`src/rtl/pipe_ctl_fsm_p.sv`:
```
// pipe_ctl_fsm_p: pipeline control FSM with multi-cycle MUL/LD stalls and prioritised interrupt entry.
module pipe_ctl_fsm_p #(
   parameter int MUL_LAT = 33,
   parameter int LD_LAT = 1,
   parameter int NIRQ = 4,
   localparam int IW = $clog2(NIRQ)
) (
   input  logic            clk,
   input  logic            rst,
   input  logic            pause,
   input  logic [2:0]      id_cmd,
   input  logic [NIRQ-1:0] irq,
   input  logic [NIRQ-1:0] irq_mask,
   output logic            iack,
   output logic [IW-1:0]   irq_id,
   output logic            zz_is_nop,
   output logic            id2ra_ins_clr,
   output logic            id2ra_ins_cls,
   output logic            id2ra_ctl_clr,
   output logic            id2ra_ctl_cls,
   output logic            ra2exec_ctl_clr,
   output logic [3:0]      pc_prectl,
   output logic            busy
);
   // 4-bit encoding leaves spare codes so a corrupted register decodes as illegal
   typedef enum logic [3:0] {
      S_RST, S_IDLE, S_NOI, S_CUR, S_MUL, S_LD, S_IRQ, S_RET
   } state_t;

   state_t state_q, state_d;
   logic [7:0] cnt_q, cnt_d;
   logic iack_q, iack_d, take;
   logic [IW-1:0] irq_id_q, win;
   logic [NIRQ-1:0] pend;

   assign iack = (state_q == S_IRQ) | (iack_q & (state_q != S_RET));
   assign iack_d = (state_q == S_IRQ) ? 1'b1 : (state_q == S_RET) ? 1'b0 : iack_q;
   assign pend = irq & irq_mask & ~{NIRQ{iack}};
   assign take = ((state_q == S_IDLE) | (state_q == S_NOI)) & (|pend);
   assign busy = (state_q == S_MUL) | (state_q == S_LD);
   assign irq_id = irq_id_q;

   always_comb begin
      win = '0;
      for (int i = NIRQ - 1; i >= 0; i--)
         if (pend[i]) win = IW'(i);
   end

   always_comb begin
      state_d = S_IDLE;
      case (state_q)
         S_IDLE, S_NOI:
            if (take) state_d = S_IRQ;
            else case (id_cmd)
               3'd1: state_d = S_NOI;
               3'd2: state_d = S_CUR;
               3'd3: state_d = S_MUL;
               3'd4: state_d = S_LD;
               3'd5: state_d = S_RET;
               default: state_d = S_IDLE;
            endcase
         S_CUR: state_d = S_NOI;
         S_MUL: state_d = (cnt_q == 8'(MUL_LAT - 1)) ? S_IDLE : S_MUL;
         S_LD: state_d = (cnt_q == 8'(LD_LAT - 1)) ? S_IDLE : S_LD;
         default: state_d = S_IDLE;
      endcase
      cnt_d = (busy && state_d == state_q) ? cnt_q + 8'd1 : 8'd0;
   end

   always_comb begin
      id2ra_ins_clr = 1'b1;
      id2ra_ins_cls = 1'b0;
      id2ra_ctl_clr = 1'b1;
      id2ra_ctl_cls = 1'b0;
      ra2exec_ctl_clr = 1'b1;
      pc_prectl = 4'd3;
      zz_is_nop = 1'b1;
      case (state_q)
         S_IDLE, S_NOI, S_RET: begin
            id2ra_ins_clr = 1'b0;
            id2ra_ctl_clr = 1'b0;
            ra2exec_ctl_clr = 1'b0;
            pc_prectl = 4'd0;
            zz_is_nop = 1'b0;
         end
         S_CUR: begin
            id2ra_ins_clr = 1'b0;
            id2ra_ins_cls = 1'b1;
            id2ra_ctl_clr = 1'b0;
            id2ra_ctl_cls = 1'b1;
            pc_prectl = 4'd1;
         end
         S_MUL, S_LD: begin
            ra2exec_ctl_clr = 1'b0;
            pc_prectl = 4'd1;
            zz_is_nop = 1'b0;
         end
         S_IRQ: begin
            pc_prectl = 4'd2;
            zz_is_nop = 1'b0;
         end
         default: ;
      endcase
   end

   always_ff @(posedge clk)
      if (rst) begin
         state_q <= S_RST;
         cnt_q <= '0;
         iack_q <= 1'b0;
         irq_id_q <= '0;
      end else if (!pause) begin
         state_q <= state_d;
         cnt_q <= cnt_d;
         iack_q <= iack_d;
         if (take) irq_id_q <= win;
      end
endmodule

```
`config.mk`:
```
export PLATFORM = sky130hd
export DESIGN_NAME = pipe_ctl_fsm_p
export DESIGN_NICKNAME = d
export VERILOG_FILES = /design/src/rtl/pipe_ctl_fsm_p.sv
export SDC_FILE = /design/constraint.sdc
export NUM_CORES = 1
export LEC_CHECK = 0
export CAP_MARGIN = 0
export CORE_UTILIZATION = 46
export DETAILED_ROUTE_END_ITERATION = 8
export PLACE_DENSITY = 0.84
export SYNTH_ARGS = -nofsm -noshare
export SYNTH_HDL_FRONTEND = slang
export SYNTH_SLANG_ARGS = --single-unit
```
`constraint.sdc`:
```
create_clock -name clk -period 1.84 [get_ports clk]
set_clock_uncertainty 0.1 [all_clocks]
set_input_delay 0.46 -clock clk [delete_from_list [all_inputs] [get_ports clk]]
set_output_delay 0.46 -clock clk [all_outputs]
set_load 0.05 [all_outputs]
```
==> results.py, run 1 <==
metrics = {
    "status": {
        "status": "finished, violations left",
        "violations": "negative setup slack",
    },
    "global_routing": {
        "grt_usage_pct": 31.87,
        "antenna_found_initial": 0,
        "grt_pass1_vias": 1043,
        "gr-total-overflow": 0,
        "grt_max_degree": 9,
        "grt_first_pass_wirelength_mm": 4.981,
    },
    "power_and_ir_drop": {
        "powerDensity_mw_per_mm2": 690.4,
        "peakVddDrop_mv": 0.5666,
        "leakage_uw": 0.0007092,
    },
    "worst_setup_path": {
        "slowest_delay_ns": 0.46,
        "rr_startpoint": "state_q[0]$_SDFFE_PP0N_",
        "worstSetupPathType": "reg2out",
        "required_ns": 1.28,
        "reg2reg_to": "cnt_q[5]$_SDFFE_PP0N_",
        "crit_arrival_ns": 1.50,
        "cp_cell_sequence": "inv_4 -> fa_2 -> a21oi_4 -> buf_12",
        "cp-end-kind": "primary output",
        "worstPathMaxFanout": 4,
        "rrSetupSlack_ns": 0.04,
        "start_kind": "flip-flop",
        "worst_path_max_delay_cell": "fa_2",
        "setup.worst_path.start": "state_q[1]$_SDFFE_PP0N_",
        "rr_worst_depth": 6,
    },
    "clock_network": {
        "insertion_delay_ns": 0.28,
        "clkTransAtPathRegs_ns": 0.08,
        "cts_max_path_buffers": 2,
        "numCtsBuffers": 3,
        "clock_tree.root_cell": "clkbuf_4",
        "ctsHtreeMaxLevel": 1,
        "numClockSinks": 14,
        "cts_tree": "done",
    },
    "cells_and_area": {
        "layout-drive-gt1-share_pct": 46.20,
        "syn_to_final_growth_pct": 79.04,
        "fin_nets": 191,
        "multi_input_area_um2": 711.9,
        "nFillCells": 92,
        "final_common_cell": "buf_4",
        "final_util_pct": 88.27,
        "final_cell_mix": "buf_4 (28), dfxtp_1 (11), clkdlybuf4s50_1 (11), buf_12 (11)",
        "regArea_um2": 286.5,
        "final_design_area_no_fill_mm2": 0.001732,
        "antennaDiodeCount": 0,
    },
    "timing": {
        "min_period_ns": 2.059,
        "slew_violations": 0,
        "setup_slack_ns": -0.2188,
        "rsz0062_at_grt": "yes",
        "hold-worst-slack_ns": 0.4107,
        "finalSetupViolations": 13,
        "timing.fmax_mhz": 485.7,
        "hold_viol": 0,
        "period_share_pct": 111.9,
    },
    "logic_synthesis": {
        "synthTopCellsByArea": "dfxtp_1 (29%), a21oi_1 (5.2%), xor2_1 (4.5%)",
        "ys_seq_area_share_pct": 28.98,
        "syn_area_um2": 967.2,
        "ys.warnings.count": 0,
        "yosys_register_bits": 14,
        "avgSynthCellArea_um2": 8.196,
        "yosys.area.top_type": "dfxtp_1",
        "synth_top_cell_area_share_pct": 28.98,
        "synthDistinctLibCells": 41,
        "netlist_instances": 118,
    },
    "routing": {
        "routed_wl_mm": 3.954,
        "drtPass1Iterations": 4,
        "antenna_left": 0,
        "drt_iter0_drc": 75,
        "drc": 0,
        "post_drt_wl_per_cell_um": 19.97,
        "dr_total_vias": 1182,
        "vias_per_cell": 5.970,
    },
    "floorplanning": {
        "core_mm2": 0.001962,
        "die_area_mm2": 0.002290,
        "rows": 16,
        "start_util_pct": 49.30,
        "fp.dieW_um": 47.86,
        "ios": 28,
        "die_h_um": 47.86,
    },
    "placement": {
        "io_buffers": 25,
        "post_dp_cell_area_mm2": 0.001463,
        "place_congestion": 0.8779,
        "place_hpwl_mm": 1.983,
    },
    "run": {
        "max_cap_viol_count": 0,
    },
    "hold_path": {
        "hold_end": "irq_id[0]$_SDFFE_PP0P_",
        "hp-class": "reg2reg",
        "worstHoldStart": "irq_id[0]$_SDFFE_PP0P_",
        "min_path_cells": 2,
    },
}
[final cells by class]
class / instances / share of cell area, %
Inverter: 7 / 2.095
Sequential cell: 14 / 16.55
Tap cell: 27 / 1.951
Multi-Input combinational cell: 88 / 41.11
Timing Repair Buffer: 59 / 36.99
Clock buffer: 3 / 1.301
[cells by family after synthesis]
logic type      synth area share [%]
compound gates                 19.92
xor+xnor                       8.149
fa+ha+maj                      5.951
buf+inv                        9.832
flops                          28.98
mux                            2.070
other cells                   0.3877
simple gates                   24.71
[sequential cells by signal, summed over array words and instances (netlist names)]
register / cells
irq_id: 2
state_q: 3
iack_q: 1
cnt_q: 8
[critical path: cells and delay by family, from the launching register on]
kind	cells	cell delay (ns)
adders and majority gates	1	0.46
AOI/OAI and AO/OA	1	0.15
buffers and inverters	2	0.25
DFF	1	0.35
[where the power goes]
group,internal (uW),switching (uW)
Combinational,331,370
Sequential,315,11.0
Clock,76.0,92.5
[worst max path at each step]
stage,depth (start not counted),to
4_1_cts,4,ra2exec_ctl_clr
2_1_floorplan,4,ra2exec_ctl_clr
3_5_place_dp,7,state_q[1]$_SDFFE_PP0N_
3_3_place_gp,7,state_q[1]$_SDFFE_PP0N_
5_1_grt,4,ra2exec_ctl_clr
6_report,4,ra2exec_ctl_clr
[synth_stat cells, drive strengths merged]
library cell and number:
nor2 16, dfxtp 14, a21oi 10, buf 7, inv 7, nand2 7, xor2 5, nor3 4
xnor2 4, and3 3, clkbuf 3, ha 3, nand3 3, nor2b 3, o21ai 3, a211oi 2
a22o 2, mux2i 2, nor4 2, a21bo 1, a221oi 1, a2bb2oi 1, a311oi 1, a31oi 1
a32oi 1, and2 1, conb 1, fa 1, nand2b 1, nand3b 1, nor4b 1, o221a 1
o311ai 1, o31a 1, o32ai 1, or2 1, or3 1
[per-layer routing]
| metal | vias up | wire (um) | track usage (%) |
|---|---|---|---|
| met1 | 549 | 1368 | 36.96 |
| li1 | 519 | - | - |
| met4 | 0 | 172 | 11.11 |
| met2 | 92 | 2028 | 57.30 |
| met5 | - | 0 | 0 |
| met3 | 22 | 384 | 6.792 |
[through the flow]
step           total power [uW]  TNS [ns]  instances  setup slack (ns)
3_5_place_dp              892.0    -1.577        178           -0.3884
4_1_cts                    1119    -1.049        191           -0.1941
5_1_grt                    1250    -2.159        198           -0.2689
6_report                   1195    -1.378        198           -0.2188
2_1_floorplan             664.3   -0.3776        119          -0.08561
3_3_place_gp              879.5    -1.052        178           -0.2894
[timing repair]
| action | CTS | global route |
|---|---|---|
| pin swaps | 5 | 6 |
| hold buffers | 0 | 0 |
| endpoints found under the setup margin | 11 | 18 |
| buffers inserted | 10 | 9 |
| gates resized for setup | 17 | 11 |
(Power assumes the default switching activity.)
==> run 2, diff against run 1 <==
--- a/config.mk
+++ b/config.mk
@@ -9,6 +9,7 @@
 export CORE_UTILIZATION = 46
 export DETAILED_ROUTE_END_ITERATION = 8
 export PLACE_DENSITY = 0.84
+export SKIP_LAST_GASP = 1
 export SYNTH_ARGS = -nofsm -noshare
 export SYNTH_HDL_FRONTEND = slang
 export SYNTH_SLANG_ARGS = --single-unit
==> run 2 against run 1 <==
Against the previous run: the run still ends with negative setup slack left; sequential share of layout area is 0.92 points higher; via count decreased by 7.1%; total power fell by 5.4%; die area is the same; largest cell class unchanged.
==> results.py, run 2 (same netlist as run 1, synthesis figures left out) <==
metrics = {
    "worst_setup_path": {
        "cp_num_buf_inv": 2,
        "cp_cell_sequence": "inv_4 -> fa_2 -> a21oi_4 -> buf_12",
        "cp-end-kind": "primary output",
        "endpoint": "ra2exec_ctl_clr",
        "setup.worst_path.start": "state_q[1]$_SDFFE_PP0N_",
        "start_kind": "flip-flop",
        "worstSetupPathType": "reg2out",
        "worst_path_max_delay_cell": "fa_2",
        "slowest_delay_ns": 0.47,
        "worstPathMaxFanout": 4,
        "reg2reg_to": "irq_id[1]$_SDFFE_PP0P_",
        "rr_worst_depth": 8,
        "required_ns": 1.28,
        "rr_startpoint": "state_q[0]$_SDFFE_PP0N_",
        "path_depth": 4,
        "crit_arrival_ns": 1.50,
        "rrSetupSlack_ns": -0.01,
        "critical-path-top-delay-family": "adder cells",
    },
    "placement": {
        "place_hpwl_mm": 1.983,
        "dp.cells": 178,
        "place_congestion": 0.8779,
        "io_buffers": 25,
    },
    "cells_and_area": {
        "final_common_cell": "buf_4",
        "multi_input_area_um2": 686.9,
        "fin_nets": 184,
        "layout-drive-gt1-share_pct": 43.29,
        "antennaDiodeCount": 0,
        "largest_register_ffs": 8,
        "fin_cells": 191,
        "regMostFlops": "cnt_q",
        "final_cell_mix": "buf_4 (25), clkdlybuf4s50_1 (12), dfxtp_1 (11), buf_12 (11)",
        "syn_to_final_growth_pct": 69.60,
        "regArea_um2": 286.5,
        "nFillCells": 122,
    },
    "timing": {
        "finalSetupViolations": 11,
        "setup_slack_ns": -0.2226,
        "rsz0062_at_grt": "yes",
        "min_period_ns": 2.063,
        "slew_violations": 0,
        "finalSetupTns_ns": -1.186,
        "hold_viol": 0,
        "timing.fmax_mhz": 484.8,
        "period_share_pct": 112.1,
        "hold-worst-slack_ns": 0.4008,
    },
    "global_routing": {
        "gr-total-overflow": 0,
        "grt_first_pass_wirelength_mm": 4.698,
        "antenna_found_initial": 0,
        "grt_usage_pct": 29.66,
        "grt_pass1_vias": 1048,
        "grt_max_degree": 9,
    },
    "routing": {
        "drc": 0,
        "drt_iter0_drc": 60,
        "dr_total_vias": 1098,
        "antenna_left": 0,
        "vias_per_cell": 5.749,
        "post_drt_wl_per_cell_um": 16.04,
        "routed_wl_mm": 3.064,
        "drtPass1Iterations": 4,
    },
    "clock_network": {
        "clkTransAtPathRegs_ns": 0.08,
        "insertion_delay_ns": 0.28,
        "cts_tree": "done",
        "clock_tree.root_cell": "clkbuf_4",
        "cts_max_path_buffers": 2,
        "numCtsBuffers": 3,
        "ctsHtreeMaxLevel": 1,
        "hold_buffers": 0,
        "numClockSinks": 14,
    },
    "power_and_ir_drop": {
        "leakage_uw": 0.0006582,
        "powerDensity_mw_per_mm2": 689.5,
        "peakVddDrop_mv": 0.6177,
    },
    "floorplanning": {
        "core_mm2": 0.001962,
        "die_area_mm2": 0.002290,
        "die_h_um": 47.86,
        "start_util_pct": 49.30,
        "fp.dieW_um": 47.86,
        "rows": 16,
        "ios": 28,
    },
    "status": {
        "violations": "negative setup slack",
        "status": "finished, violations left",
    },
    "run": {
        "max_cap_viol_count": 0,
    },
    "hold_path": {
        "hp-class": "reg2reg",
    },
}
run 2: worst min-delay path by stage:
stage                      startpoint                      to  depth (start not counted)
6_report       irq_id[0]$_SDFFE_PP0P_  irq_id[0]$_SDFFE_PP0P_                          2
5_1_grt        irq_id[1]$_SDFFE_PP0P_  irq_id[1]$_SDFFE_PP0P_                          2
4_1_cts        irq_id[0]$_SDFFE_PP0P_  irq_id[0]$_SDFFE_PP0P_                          2
3_5_place_dp   irq_id[0]$_SDFFE_PP0P_  irq_id[0]$_SDFFE_PP0P_                          2
3_3_place_gp   irq_id[0]$_SDFFE_PP0P_  irq_id[0]$_SDFFE_PP0P_                          2
2_1_floorplan     iack_q$_SDFFE_PP0P_     iack_q$_SDFFE_PP0P_                          2
run 2: power by group:
group | switching (uW) | internal (uW) | total [uW]
Combinational | 336 | 302 | 639
Clock | 91.7 | 75.9 | 168
Sequential | 9.85 | 315 | 325
Total | 438 | 693 | 1130
run 2: layout make-up:
class	count	share of cell area, %
tap	27	2.060
sequential	14	17.47
timing repair buffer	52	35.01
inverter	7	2.212
clock buffer	3	1.373
multi-input combinational	88	41.88
run 2: per-layer routing:
| metal | GRT usage (%) | vias to the layer above | share of wire [%] |
|---|---|---|---|
| li1 | - | 501 | - |
| met1 | 34.31 | 529 | 40 |
| met2 | 52.16 | 58 | 52 |
| met3 | 8.679 | 10 | 7.1 |
| met4 | 9.444 | 0 | 1.4 |
| met5 | 0 | - | 0 |
run 2: worst min-delay path: stages, from the launching register on:
cell     delay [ns]
dfxtp_1        0.33
mux2i_1        0.07
nor2_1         0.07
run 2: what timing repair did:
| item | 4_1_cts | 5_1_grt |
|---|---|---|
| endpoints found under the setup margin | 11 | 17 |
| pin swaps | 4 | 5 |
| setup buffers | 10 | 1 |
| gates resized for setup | 13 | 4 |
run 2: stage by stage:
stage | power (uW) | utilization (%) | area (um^2) | worst slack, ns
3_3_place_gp | 879.5 | 74.55 | 1463 | -0.2894
4_1_cts | 1112 | 82.53 | 1619 | -0.1971
3_5_place_dp | 892.0 | 74.55 | 1463 | -0.3884
2_1_floorplan | 664.3 | - | 1040 | -0.08561
6_report | 1131 | 83.61 | 1640 | -0.2226
5_1_grt | 1192 | 83.61 | 1640 | -0.2908
==> run 3, diff against run 2 <==
--- a/config.mk
+++ b/config.mk
@@ -6,7 +6,9 @@
 export NUM_CORES = 1
 export LEC_CHECK = 0
 export CAP_MARGIN = 0
+export CORE_MARGIN = 4
 export CORE_UTILIZATION = 46
+export CTS_CLUSTER_DIAMETER = 100
 export DETAILED_ROUTE_END_ITERATION = 8
 export PLACE_DENSITY = 0.84
 export SKIP_LAST_GASP = 1
==> run 3 against run 2 <==
Against the previous run: the run still ends with negative setup slack left; wire length grew 29%; global-route usage shrank 4.9 points; total power grew 11%; via count grew 2.6%; worst setup slack lost 0.031 ns; clock-buffer cell count grew 1; die area grew 27%; largest cell class unchanged; register-to-register slack gained 0.06 ns; non-clock buffer count grew 1.
==> results.py, run 3 (same netlist as run 1, synthesis figures left out) <==
metrics = {
    "worst_setup_path": {
        "critical-path-top-delay-family": "adder cells",
        "rr_worst_depth": 7,
        "crit_arrival_ns": 1.53,
        "worst_path_max_delay_cell": "fa_2",
        "rrSetupSlack_ns": 0.05,
        "worstPathMaxFanout": 2,
        "slowest_delay_ns": 0.57,
        "cp_cell_sequence": "clkinvlp_4 -> fa_2 -> a21oi_4 -> buf_12",
        "rr_startpoint": "state_q[0]$_SDFFE_PP0N_",
        "required_ns": 1.28,
        "worstSetupPathType": "reg2out",
        "start_kind": "flip-flop",
        "cp-end-kind": "primary output",
        "cp_num_buf_inv": 2,
        "reg2reg_to": "state_q[2]$_SDFFE_PP0N_",
    },
    "floorplanning": {
        "fp.dieW_um": 53.86,
        "core_mm2": 0.001982,
        "start_util_pct": 48.80,
        "ios": 28,
        "die_h_um": 53.86,
        "die_area_mm2": 0.002900,
        "rows": 16,
    },
    "timing": {
        "hold-worst-slack_ns": 0.4248,
        "timing.fmax_mhz": 477.6,
        "rsz0062_at_grt": "yes",
        "hold_viol": 0,
        "finalSetupViolations": 12,
        "period_share_pct": 113.8,
        "min_period_ns": 2.094,
        "setup_slack_ns": -0.2539,
        "slew_violations": 0,
        "finalSetupTns_ns": -1.456,
    },
    "global_routing": {
        "grt_max_degree": 9,
        "grt_usage_pct": 24.78,
        "antenna_found_initial": 0,
        "gr-total-overflow": 0,
        "grt_first_pass_wirelength_mm": 5.071,
        "grt_pass1_vias": 1053,
    },
    "cells_and_area": {
        "layout-drive-gt1-share_pct": 46.39,
        "syn_to_final_growth_pct": 76.07,
        "largest_register_ffs": 8,
        "fin_nets": 185,
        "final_common_cell": "buf_4",
        "nFillCells": 96,
        "antennaDiodeCount": 0,
        "regArea_um2": 292.8,
        "regMostFlops": "cnt_q",
        "multi_input_area_um2": 708.2,
        "final_cell_mix": "buf_4 (23), clkdlybuf4s50_1 (12), buf_12 (11)",
    },
    "placement": {
        "place_congestion": 0.7608,
        "io_buffers": 25,
        "place_hpwl_mm": 2.012,
    },
    "power_and_ir_drop": {
        "power.switching_uw": 494.7,
        "p_clk_share_pct": 19.2,
        "peakVddDrop_mv": 0.7213,
        "combPwrFrac_pct": 54.7,
        "p_int_uw": 755.5,
        "powerDensity_mw_per_mm2": 734.2,
        "leakage_uw": 0.0006886,
        "power_frac_seq_pct": 26.2,
        "p_sw_share_pct": 39.57,
    },
    "routing": {
        "routed_wl_mm": 3.944,
        "dr_total_vias": 1127,
        "drtPass1Iterations": 4,
        "drt_iter0_drc": 42,
        "drc": 0,
        "antenna_left": 0,
        "vias_per_cell": 5.839,
        "post_drt_wl_per_cell_um": 20.44,
    },
    "clock_network": {
        "hold_buffers": 0,
        "insertion_delay_ns": 0.30,
        "clkTransAtPathRegs_ns": 0.09,
        "clock_tree.root_cell": "clkbuf_4",
        "cts_tree": "done",
        "numClockSinks": 14,
        "cts_max_path_buffers": 2,
        "ctsHtreeMaxLevel": 1,
        "numCtsBuffers": 3,
    },
    "status": {
        "status": "finished, violations left",
        "violations": "negative setup slack",
    },
    "hold_path": {
        "hp-class": "reg2reg",
        "worstHoldStart": "irq_id[0]$_SDFFE_PP0P_",
        "min_path_cells": 2,
        "hold_end": "irq_id[0]$_SDFFE_PP0P_",
    },
    "run": {
        "max_cap_viol_count": 0,
    },
}
==> run 3: power groups by stage <==
stage	sequential, uW	combinational (uW)	clock, uW
final	327	683	240
after global routing	329	708	251
after CTS	327	599	234
after detailed placement	333	564	0
after global placement	331	551	0
after floorplan	337	327	0
==> run 3: stage by stage <==
stage / area (um^2) / power, uW / setup WS, ns / utilization, % / cells
floorplan: 1040 / 664.3 / -0.08561 / - / 119
global placement: 1440 / 882.5 / -0.3112 / 72.66 / 175
detailed placement: 1440 / 896.5 / -0.3701 / 72.66 / 175
CTS: 1578 / 1160 / -0.2403 / 79.61 / 185
global route: 1703 / 1288 / -0.2942 / 85.92 / 193
finish: 1703 / 1250 / -0.2539 / 85.92 / 193
==> run 3: worst min-delay path: stages (launching register included) <==
cell and delay, ns:
dfxtp_1 0.34, mux2i_1 0.08, nor2_1 0.08
==> run 3: metal layers <==
layer  vias up  part of all wire, %  track usage [%]
li1        506                    -                -
met1       521                   37            26.89
met2        71                   50            44.76
met3        29                  6.8            4.986
met4         0                  6.7            12.77
met5         -                    0                0
==> run 3: how the worst max path moves through the flow <==
| stage | from | to | slack (ns) | cells past startpoint |
|---|---|---|---|---|
| after global placement | id_cmd[1] | state_q[1]$_SDFFE_PP0N_ | -0.31 | 7 |
| after global routing | state_q[0]$_SDFFE_PP0N_ | ra2exec_ctl_clr | -0.29 | 4 |
| after floorplan | state_q[0]$_SDFFE_PP0N_ | ra2exec_ctl_clr | -0.09 | 4 |
| after CTS | state_q[0]$_SDFFE_PP0N_ | ra2exec_ctl_clr | -0.24 | 4 |
| after detailed placement | id_cmd[1] | state_q[1]$_SDFFE_PP0N_ | -0.37 | 7 |
| final | state_q[0]$_SDFFE_PP0N_ | ra2exec_ctl_clr | -0.25 | 4 |
==> run 3: what timing repair did <==
| action | CTS | global route |
|---|---|---|
| setup endpoints to repair | 18 | 18 |
| setup buffers | 7 | 8 |
| pin swaps | 5 | 5 |
| gates resized for setup | 13 | 16 |
==> run 3: area by class of cell <==
| type | instances | area share, % |
|---|---|---|
| Timing Repair Buffer | 53 | 34.83 |
| Multi-Input combinational cell | 88 | 41.59 |
| Tap cell | 27 | 1.984 |
| Inverter | 7 | 2.278 |
| Clock buffer | 4 | 2.131 |
| Sequential cell | 14 | 17.19 |
